## config.mk

```make
export PLATFORM = sky130hd
export DESIGN_NAME = multi_channel_enable_gen
export DESIGN_NICKNAME = d
export VERILOG_FILES = /design/src/rtl/multi_channel_enable_gen_pkg.sv /design/src/rtl/multi_channel_enable_gen_channel.sv /design/src/rtl/multi_channel_enable_gen.sv
export SDC_FILE = /design/constraint.sdc
export NUM_CORES = 1
export LEC_CHECK = 0
export ABC_CLOCK_PERIOD_IN_PS = 3800
export CAP_MARGIN = 20
export CORE_MARGIN = 3
export CORE_UTILIZATION = 45
export DETAILED_ROUTE_END_ITERATION = 10
export PLACE_DENSITY = 0.66
export SLEW_MARGIN = 0
export SYNTH_ARGS = -nofsm -noshare
export SYNTH_HDL_FRONTEND = slang
export SYNTH_SLANG_ARGS = --single-unit
```

## constraint.sdc

```tcl
create_clock -name ck -period 3.8 [get_ports ck]
set_clock_uncertainty 0.15 [all_clocks]
set_input_delay 0.76 -clock ck [delete_from_list [all_inputs] [get_ports ck]]
set_output_delay 0.76 -clock ck [all_outputs]
set_load 0.02 [all_outputs]
```

## src/rtl/multi_channel_enable_gen_pkg.sv

```systemverilog
// Shared definitions for the multi-channel clock-enable generator:
// channel FSM states and the meaning of the per-channel mode bit.
package multi_channel_enable_gen_pkg;

    typedef enum logic {
        ST_IDLE = 1'b0,
        ST_RUN  = 1'b1
    } chanState_t;

    localparam logic MODE_PERIODIC = 1'b0;
    localparam logic MODE_ONESHOT  = 1'b1;

endpackage

```

## src/rtl/multi_channel_enable_gen_channel.sv

```systemverilog
// One programmable enable generator: counts up to a latched terminal count,
// pulses hit for one cycle at the terminal count, then wraps (periodic) or
// goes idle (one-shot). A toggle register flips on every hit cycle.
module multi_channel_enable_gen_channel
    import multi_channel_enable_gen_pkg::*;
#(
    parameter int unsigned      WIDTH      = 26,
    parameter logic [WIDTH-1:0] DEFAULT_TC = WIDTH'(50_000_000),
    parameter bit               AUTO_START = 1'b1
) (
    input  logic             ck,
    input  logic             reset,
    input  logic [WIDTH-1:0] tc,
    input  logic             mode,
    input  logic             start,
    input  logic             stop,
    input  logic             clear,
    output logic             hit,
    output logic             toggle,
    output logic             busy
);

    chanState_t       r_state;
    logic [WIDTH-1:0] r_count;
    logic [WIDTH-1:0] r_tcQ;
    logic             r_modeQ;
    logic             r_toggle;
    logic             w_hit;

    // hit and busy come only from registered state, so no input reaches an output combinationally
    assign w_hit  = (r_state == ST_RUN) && (r_count == r_tcQ);
    assign hit    = w_hit;
    assign busy   = (r_state == ST_RUN);
    assign toggle = r_toggle;

    // Channel FSM: stop beats start beats clear; the hit cycle either reloads the period or ends a one-shot
    always_ff @(posedge ck or posedge reset) begin
        if (reset) begin
            r_count  <= '0;
            r_tcQ    <= DEFAULT_TC;
            r_modeQ  <= MODE_PERIODIC;
            r_toggle <= 1'b0;
            if (AUTO_START) begin
                r_state <= ST_RUN;
            end else begin
                r_state <= ST_IDLE;
            end
        end else begin
            if (w_hit) begin
                r_toggle <= ~r_toggle;
            end
            if (stop) begin
                r_state <= ST_IDLE;
                r_count <= '0;
            end else if (start) begin
                r_tcQ   <= tc;
                r_modeQ <= mode;
                r_count <= '0;
                r_state <= ST_RUN;
            end else if (r_state == ST_RUN) begin
                if (w_hit) begin
                    r_count <= '0;
                    if (r_modeQ == MODE_ONESHOT) begin
                        r_state <= ST_IDLE;
                    end else begin
                        r_tcQ <= tc;
                    end
                end else if (clear) begin
                    r_count <= '0;
                end else begin
                    r_count <= r_count + WIDTH'(1);
                end
            end
        end
    end

endmodule

```

## src/rtl/multi_channel_enable_gen.sv

```systemverilog
// N_CH fully independent enable generators sharing one clock and reset.
// The terminal-count bus is packed: channel i uses tc[i*WIDTH +: WIDTH].
module multi_channel_enable_gen
    import multi_channel_enable_gen_pkg::*;
#(
    parameter int unsigned N_CH       = 2,
    parameter int unsigned WIDTH      = 26,
    parameter int unsigned DEFAULT_TC = 50_000_000,
    parameter bit          AUTO_START = 1'b1
) (
    input  logic                  ck,
    input  logic                  reset,
    input  logic [N_CH*WIDTH-1:0] tc,
    input  logic [N_CH-1:0]       mode,
    input  logic [N_CH-1:0]       start,
    input  logic [N_CH-1:0]       stop,
    input  logic [N_CH-1:0]       clear,
    output logic [N_CH-1:0]       hit,
    output logic [N_CH-1:0]       toggle,
    output logic [N_CH-1:0]       busy
);

    for (genvar i = 0; i < N_CH; i++) begin : gChannel
        multi_channel_enable_gen_channel #(
            .WIDTH      (WIDTH),
            .DEFAULT_TC (WIDTH'(DEFAULT_TC)),
            .AUTO_START (AUTO_START)
        ) uChannel (
            .ck     (ck),
            .reset  (reset),
            .tc     (tc[i*WIDTH +: WIDTH]),
            .mode   (mode[i]),
            .start  (start[i]),
            .stop   (stop[i]),
            .clear  (clear[i]),
            .hit    (hit[i]),
            .toggle (toggle[i]),
            .busy   (busy[i])
        );
    end

endmodule
```

==> PnR_summary.wiki, run 1 <==
{| class="wikitable"
! Metric !! Value
|-
| Cell type contributing the most total cell area after synthesis || sky130_fd_sc_hd__dfrtp_1
|-
| Final hold violation count || 0
|-
| Fraction of layout instances using a drive strength above 1 || 0.190
|-
| Static power due to leakage || 2.63 nW
|-
| Number of vias after detailed routing || 4,461
|-
| Remaining Overflow, GRT || 0
|-
| CP Max Fanout || 8
|-
| Nets || 665
|-
| Number of max-cap violations || 0
|-
| Tcrit/Tclk final || 0.914
|-
| Area fraction of the dominant cell type after synthesis || 0.363
|-
| Number of synthesized flops with an enable pin || 0
|-
| Share of flip-flops with an asynchronous set or reset || 1.00
|-
| Antenna violations before repair || 0
|-
| Outcome || finished clean
|-
| Antenna diode instance count || 0
|-
| DIE WIDTH || 119 um
|-
| Power density normalized to cell area || 394 mW/mm^2
|-
| Latest clock arrival within the worst-skew pair || 0.36 ns
|-
| Worst-case vdd ir drop || 0.267 mV
|-
| Clock tree from TritonCTS || done
|-
| Worst Setup Start Kind || flip-flop
|-
| DP Area || 0.00660 mm^2
|-
| Count of unique library cells instantiated by Yosys || 51
|-
| Detailed placer's ending HPWL || 9.58 mm
|-
| IO buf count || 67
|-
| First DRT Iteration DRCs || 367
|-
| Cell area after technology mapping || 0.00579 mm^2
|-
| Buffers from clock root to sink, at most || 2
|-
| Die Area || 0.0143 mm^2
|-
| Unrepaired setup endpoints after global routing || false
|-
| Final core occ || 0.562
|-
| Synth warn || 0
|-
| Total negative slack for setup checks || 0 ns
|-
| Final Wtd Congestion || 0.893
|-
| Final Critical Period || 3.47 ns
|-
| I/O pins || 68
|-
| Sequential-to-total area share from yosys stat || 0.481
|-
| Deepest level of the CTS H-tree || 3
|-
| Root Buffer Master || sky130_fd_sc_hd__clkbuf_16
|-
| First-pass GRT wire length || 22.5 mm
|-
| Pin count of the biggest net entering global routing || 111
|-
| Site row count || 40
|-
| Via count of the first global-routing pass || 4,308
|-
| Chip height || 119 um
|-
| Total CTS buffers || 9
|-
| Leading cell type in the layout, fill and taps excluded || sky130_fd_sc_hd__dfrtp_1
|-
| Number of design rule violations left after detail routing || 0
|-
| Dominant cells by area after synthesis || sky130_fd_sc_hd__dfrtp_1, sky130_fd_sc_hd__dfstp_2, sky130_fd_sc_hd__mux2_2
|-
| Effective utilization at floorplan || 0.470
|-
| Hold WC Path Type || flip-flop to flip-flop
|-
| Tightest Pin Transition || 0.849 ns
|-
| Wire per inst || 17.7 um
|-
| Count of antenna-violating nets left after detailed routing || 0
|-
| Number of iterations in the first detailed-routing pass || 6
|-
| Critical path type || flip-flop to output pin
|-
| Required time reported for the critical path endpoint || 2.89 ns
|-
| Final setup viols || 0
|-
| Layout overhead on the synthesized area || 19.6%
|-
| Endpoint class of the critical path || output pin
|-
| Ratio of routed vias to standard cells || 5.76
|-
| Routed Wire Length || 13.7 mm
|-
| Synth Instances || 543
|-
| WP data arrival || 2.56 ns
|-
| Timing-limited maximum frequency || 288 MHz
|-
| Flip-flop and latch count after synthesis || 110
|-
| Count of buffers added by post-CTS timing repair for setup || 0
|-
| Clock transition time at the flip-flop clock pins of the worst setup and hold paths || 0.07 ns
|-
| Total core area || 0.0123 mm^2
|-
| Primary FF master, synth || sky130_fd_sc_hd__dfrtp_1
|-
| Headroom to the max-slew limit || 0.429
|-
| Per-instance average area after synthesis || 10.7 um^2
|-
| Cell area after layout || 0.00692 mm^2
|-
| Clock tree sinks || 110
|-
| Final max-slew violation count || 0
|-
| Commonest cells after routing, fill and taps aside || sky130_fd_sc_hd__dfrtp_1, sky130_fd_sc_hd__clkdlybuf4s50_1, sky130_fd_sc_hd__mux2_2, sky130_fd_sc_hd__xnor2_1, sky130_fd_sc_hd__nand2_1
|-
| Post-Syn Nets || 607
|-
| Global Route Usage Sum || 0.200
|}
[power breakdown]
group / total (W) / switching, W / internal [W]
clock network: 0.00102 / 0.000427 / 0.000595
registers: 0.00136 / 0.0000729 / 0.00129
logic: 0.000343 / 0.000144 / 0.000199
total: 0.00273 / 0.000645 / 0.00208
[worst max-delay path, cell delays in order, from the launching register on]
cell	delay (ns)
sky130_fd_sc_hd__dfstp_2	0.54
sky130_fd_sc_hd__xnor2_1	0.12
sky130_fd_sc_hd__nand4_1	0.26
sky130_fd_sc_hd__nor4_4	0.27
sky130_fd_sc_hd__buf_4	0.20
sky130_fd_sc_hd__and3_1	0.21
sky130_fd_sc_hd__clkdlybuf4s50_1	0.61
[layer usage]
metal,GRT usage,vias to the layer above,wire (um)
li1,-,2069,-
met1,0.296,2187,6560
met4,0.0637,0,237
met5,0,-,0
met2,0.280,178,5940
met3,0.0603,27,963
[metrics by stage]
| stage | hold slack [ns] | instances | setup slack (ns) | total power, W |
|---|---|---|---|---|
| 2_1_floorplan | 0.273 | 543 | 0.0307 | 0.00158 |
| 3_3_place_gp | 0.307 | 758 | 0.541 | 0.00172 |
| 3_5_place_dp | 0.316 | 758 | 0.441 | 0.00172 |
| 4_1_cts | 0.326 | 774 | 0.0195 | 0.00276 |
| 5_1_grt | 0.348 | 774 | 0.210 | 0.00284 |
| 6_report | 0.318 | 774 | 0.327 | 0.00273 |
[flip-flops by register name, summed over array words and instances, names as in the netlist]
name                       count
gChannel.uChannel.r_modeQ      2
gChannel.uChannel.toggle       2
gChannel.uChannel.r_count     52
gChannel.uChannel.busy         2
gChannel.uChannel.r_tcQ       52
[kinds of logic (layout without fill, tap and decap cells)]
group,count (synthesis),count (layout),share of synthesized area
compound gates,74,74,0.0837
xor+xnor,68,68,0.103
fa+ha+maj,2,2,0.00432
buf+inv,44,107,0.0391
flops,110,110,0.481
mux,67,67,0.128
simple gates,178,178,0.161
[timing repair]
item	4_1_cts	5_1_grt
hold endpoints to repair	0	0
hold buffers	0	0
gates resized for setup	0	1
setup endpoints to repair	0	1
[path summary, 6_finish.rpt]
check,startpoint,end,slack (ns),cells after the start
worst max-delay path,gChannel[0].uChannel.r_tcQ[22]$_DFFE_PP1P_,hit[0],0.33,6
worst min-delay path,gChannel[1].uChannel.toggle$_DFFE_PP0P_,gChannel[1].uChannel.toggle$_DFFE_PP0P_,0.32,1
worst max register to register,gChannel[1].uChannel.r_count[0]$_DFFE_PP0P_,gChannel[1].uChannel.r_count[20]$_DFFE_PP0P_,0.98,7
worst min register to register,gChannel[1].uChannel.toggle$_DFFE_PP0P_,gChannel[1].uChannel.toggle$_DFFE_PP0P_,0.32,1
max in group asynchronous,reset,gChannel[0].uChannel.r_tcQ[0]$_DFFE_PP0P_,2.33,3
min in group asynchronous,reset,gChannel[1].uChannel.r_count[20]$_DFFE_PP0P_,0.73,3
[cell usage after synthesis, types with 2 or more instances]
cell type                  instances
sky130_fd_sc_hd__mux2i_1          13
sky130_fd_sc_hd__a21oi_1          15
sky130_fd_sc_hd__o22ai_1           3
sky130_fd_sc_hd__mux2_2           54
sky130_fd_sc_hd__nand3_1          40
sky130_fd_sc_hd__inv_1            12
sky130_fd_sc_hd__nand2b_1          5
sky130_fd_sc_hd__xnor2_1          51
sky130_fd_sc_hd__dfrtp_1          84
sky130_fd_sc_hd__o21ai_0          20
sky130_fd_sc_hd__buf_2             3
sky130_fd_sc_hd__or4_1             2
sky130_fd_sc_hd__nand2_1          51
sky130_fd_sc_hd__ha_1              2
sky130_fd_sc_hd__buf_6             4
sky130_fd_sc_hd__a211oi_1          4
sky130_fd_sc_hd__o311ai_1          2
sky130_fd_sc_hd__nor4_1            5
sky130_fd_sc_hd__o31ai_1           3
sky130_fd_sc_hd__and4_1            3
sky130_fd_sc_hd__and2_1            4
sky130_fd_sc_hd__nor2_1           12
sky130_fd_sc_hd__dfstp_2          26
sky130_fd_sc_hd__nand4_1          22
sky130_fd_sc_hd__nor3_1            8
sky130_fd_sc_hd__a22oi_1           4
sky130_fd_sc_hd__a31oi_1           8
sky130_fd_sc_hd__or3_1             4
sky130_fd_sc_hd__and3_1           15
sky130_fd_sc_hd__xor2_1           17
sky130_fd_sc_hd__buf_4             7
sky130_fd_sc_hd__o311ai_0          5
sky130_fd_sc_hd__clkbuf_1         17
[layout make-up]
class | count | area (um^2)
clock buffer | 12 | 246
clock inverter | 4 | 72.6
fill | 1087 | 5390
inverter | 12 | 47.5
multi-input combinational | 389 | 2790
sequential | 110 | 2790
tap | 168 | 210
timing repair buffer | 79 | 776
No activity file was read; power rests on OpenSTA's default activity.
==> run 2, diff against run 1 <==
==> constraint.sdc (replaced) <==
create_clock -name ck -period 3.8 [get_ports ck]
set_clock_uncertainty 0.15 [all_clocks]
set_input_delay 0.38 -clock ck [delete_from_list [all_inputs] [get_ports ck]]
set_output_delay 0.38 -clock ck [all_outputs]
set_load 0.02 [all_outputs]
==> PnR_summary.wiki, run 2 (same netlist as run 1, synthesis figures left out) <==
{| class="wikitable"
! Metric !! Value
|-
| Timing-limited maximum frequency || 296 MHz (was 288 MHz)
|-
| Critical path type || flip-flop to output pin (unchanged)
|-
| Count of buffers added by post-CTS timing repair for setup || 0 (unchanged)
|-
| Net Sw Frac || 0.237 (was 0.236)
|-
| Count of antenna-violating nets left after detailed routing || 0 (unchanged)
|-
| Pin count of the biggest net entering global routing || 58 (was 111)
|-
| Global Route Usage Sum || 0.199 (was 0.200)
|-
| Worst Setup Start Kind || flip-flop (unchanged)
|-
| Detailed placer's ending HPWL || 9.58 mm (about the same)
|-
| Register-to-Register Setup Slack || 0.77 ns (was 0.98 ns)
|-
| Reg power frac || 0.505 (was 0.499)
|-
| Root Buffer Master || sky130_fd_sc_hd__clkbuf_16 (unchanged)
|-
| Registers with the most flip-flops || gChannel.uChannel.r_count (52), gChannel.uChannel.r_tcQ (52) (unchanged)
|-
| Power density normalized to cell area || 393 mW/mm^2 (was 394 mW/mm^2)
|-
| Number of design rule violations left after detail routing || 0 (unchanged)
|-
| Die Area || 0.0143 mm^2 (unchanged)
|-
| Tcrit/Tclk final || 0.890 (was 0.914)
|-
| Wire per inst || 17.6 um (was 17.7 um)
|-
| Via count of the first global-routing pass || 4,250 (was 4,308)
|-
| Cts hold-fix bufs || 0 (unchanged)
|-
| Worst-case vdd ir drop || 0.241 mV (was 0.267 mV)
|-
| Final setup viols || 0 (unchanged)
|-
| Total core area || 0.0123 mm^2 (unchanged)
|-
| Number of max-cap violations || 0 (unchanged)
|-
| Internal power || 0.00206 W (was 0.00208 W)
|-
| DIE WIDTH || 119 um (unchanged)
|-
| Antenna diode instance count || 0 (unchanged)
|-
| Clock tree from TritonCTS || done (unchanged)
|-
| Outcome || finished clean (unchanged)
|-
| Antenna violations before repair || 0 (unchanged)
|-
| Site row count || 40 (unchanged)
|-
| Fraction of layout instances using a drive strength above 1 || 0.182 (was 0.190)
|-
| First DRT Iteration DRCs || 306 (was 367)
|-
| Number of iterations in the first detailed-routing pass || 5 (was 6)
|-
| DP Area || 0.00657 mm^2 (was 0.00660 mm^2)
|-
| Ratio of routed vias to standard cells || 5.66 (was 5.76)
|-
| Startpoint of the tightest hold check path || gChannel[1].uChannel.toggle$_DFFE_PP0P_ (unchanged)
|-
| Chip height || 119 um (unchanged)
|-
| Headroom to the max-slew limit || 0.329 (was 0.429)
|-
| Final worst slack || 0.417 ns (was 0.327 ns)
|-
| Number of vias after detailed routing || 4,350 (was 4,461)
|-
| Pre-CTS setup slack || 0.809 ns (was 0.441 ns)
|-
| Commonest cells after routing, fill and taps aside || sky130_fd_sc_hd__dfrtp_1, sky130_fd_sc_hd__clkdlybuf4s50_1, sky130_fd_sc_hd__mux2_2, sky130_fd_sc_hd__xnor2_1, sky130_fd_sc_hd__nand2_1 (unchanged)
|-
| Part of the total power dissipated in combinational logic || 0.126 (about the same)
|-
| CTS resizes || 0 (unchanged)
|-
| Effective utilization at floorplan || 0.470 (unchanged)
|-
| Nets || 660 (was 665)
|-
| Clock tree sinks || 110 (unchanged)
|-
| Worst Reg-to-Reg Cells || 6 (was 7)
|-
| Cell area after layout || 0.00688 mm^2 (was 0.00692 mm^2)
|-
| Latest clock arrival within the worst-skew pair || 0.36 ns (about the same)
|-
| First-pass GRT wire length || 22.5 mm (about the same)
|-
| Hold Path Sink || gChannel[1].uChannel.toggle$_DFFE_PP0P_ (unchanged)
|-
| Net switching power || 0.000640 W (was 0.000645 W)
|-
| Final Wtd Congestion || 0.925 (was 0.893)
|-
| Remaining Overflow, GRT || 0 (unchanged)
|-
| Layout overhead on the synthesized area || 18.8% (was 19.6%)
|-
| Final hold violation count || 0 (unchanged)
|-
| Required time reported for the critical path endpoint || 3.27 ns (was 2.89 ns)
|-
| Worst flop-to-flop path startpoint || gChannel[1].uChannel.r_count[0]$_DFFE_PP0P_ (unchanged)
|-
| Tightest Pin Transition || 1.00 ns (was 0.849 ns)
|-
| Fraction of power consumed by the clock network || 0.369 (was 0.375)
|-
| Unrepaired setup endpoints after global routing || false (unchanged)
|-
| Static power due to leakage || 2.58 nW (was 2.63 nW)
|-
| Total negative slack for setup checks || 0 ns (unchanged)
|-
| Buffers from clock root to sink, at most || 2 (unchanged)
|-
| Routed Wire Length || 13.5 mm (was 13.7 mm)
|-
| Number of instances on the worst hold path || 1 (unchanged)
|-
| Worst R2R End || gChannel[1].uChannel.r_tcQ[1]$_DFFE_PP0P_ (was gChannel[1].uChannel.r_count[20]$_DFFE_PP0P_)
|-
| I/O pins || 68 (unchanged)
|-
| IO buf count || 67 (unchanged)
|-
| Total CTS buffers || 9 (unchanged)
|-
| CP Max Fanout || 6 (was 8)
|-
| Hold WC Path Type || flip-flop to flip-flop (unchanged)
|-
| Final max-slew violation count || 0 (unchanged)
|-
| Leading cell type in the layout, fill and taps excluded || sky130_fd_sc_hd__dfrtp_1 (unchanged)
|-
| Deepest level of the CTS H-tree || 3 (unchanged)
|-
| Final Critical Period || 3.38 ns (was 3.47 ns)
|-
| WP data arrival || 2.85 ns (was 2.56 ns)
|-
| Endpoint class of the critical path || output pin (unchanged)
|-
| Clock transition time at the flip-flop clock pins of the worst setup and hold paths || 0.08 ns (was 0.07 ns)
|}
run 2: worst max path at each step:
stage / startpoint / endpoint / slack, ns / cells after the start
after CTS: gChannel[1].uChannel.r_count[0]$_DFFE_PP0P_ / hit[1] / 0.48 / 6
after global placement: gChannel[1].uChannel.r_tcQ[12]$_DFFE_PP1P_ / gChannel[1].uChannel.r_tcQ[24]$_DFFE_PP0P_ / 0.86 / 6
after global routing: gChannel[1].uChannel.r_count[0]$_DFFE_PP0P_ / hit[1] / 0.33 / 6
final: gChannel[1].uChannel.r_count[0]$_DFFE_PP0P_ / hit[1] / 0.42 / 6
after detailed placement: gChannel[1].uChannel.r_tcQ[12]$_DFFE_PP1P_ / gChannel[1].uChannel.r_tcQ[1]$_DFFE_PP0P_ / 0.81 / 6
after floorplan: reset / gChannel[0].uChannel.r_count[0]$_DFFE_PP0P_ / 0.41 / 1
run 2: cell type report:
type                    count  area [um^2]
flip-flops and latches    110         2790
fillers                  1088         5440
well taps                 168          210
multi-input cells         389         2790
clock buffers              11          233
inverters                  12         47.5
clock inverters             4         73.8
repair buffers             74          736
run 2: critical path, cell delays in order, from the launching register on:
cell and delay (ns):
sky130_fd_sc_hd__dfrtp_1 0.43, sky130_fd_sc_hd__xor2_1 0.18, sky130_fd_sc_hd__or4_1 0.53, sky130_fd_sc_hd__nor4_1 0.28, sky130_fd_sc_hd__nand3_1 0.16, sky130_fd_sc_hd__inv_1 0.25, sky130_fd_sc_hd__clkdlybuf4s50_1 0.66
run 2: metal layers:
layer  share of wire  vias to the layer above  GRT usage
li1                -                     2056          -
met1            0.48                     2121      0.298
met2            0.43                      164      0.279
met3           0.073                        9     0.0679
met4           0.012                        0     0.0451
met5               0                        -          0
run 2: through the flow:
stage                util  total power [W]  std cells  hold WS, ns
detailed placement  0.534          0.00173        753        0.317
global route        0.559          0.00282        768        0.357
finish              0.559          0.00270        768        0.324
floorplan               -          0.00158        543        0.262
CTS                 0.559          0.00273        768        0.326
global placement    0.534          0.00172        753        0.305
run 2: power groups by stage:
stage	Combinational (W)	Sequential [W]	Clock, W
floorplan	0.000227	0.00136	0
global placement	0.000335	0.00138	0
detailed placement	0.000342	0.00139	0
CTS	0.000345	0.00137	0.00102
global route	0.000372	0.00138	0.00107
finish	0.000340	0.00137	0.000997
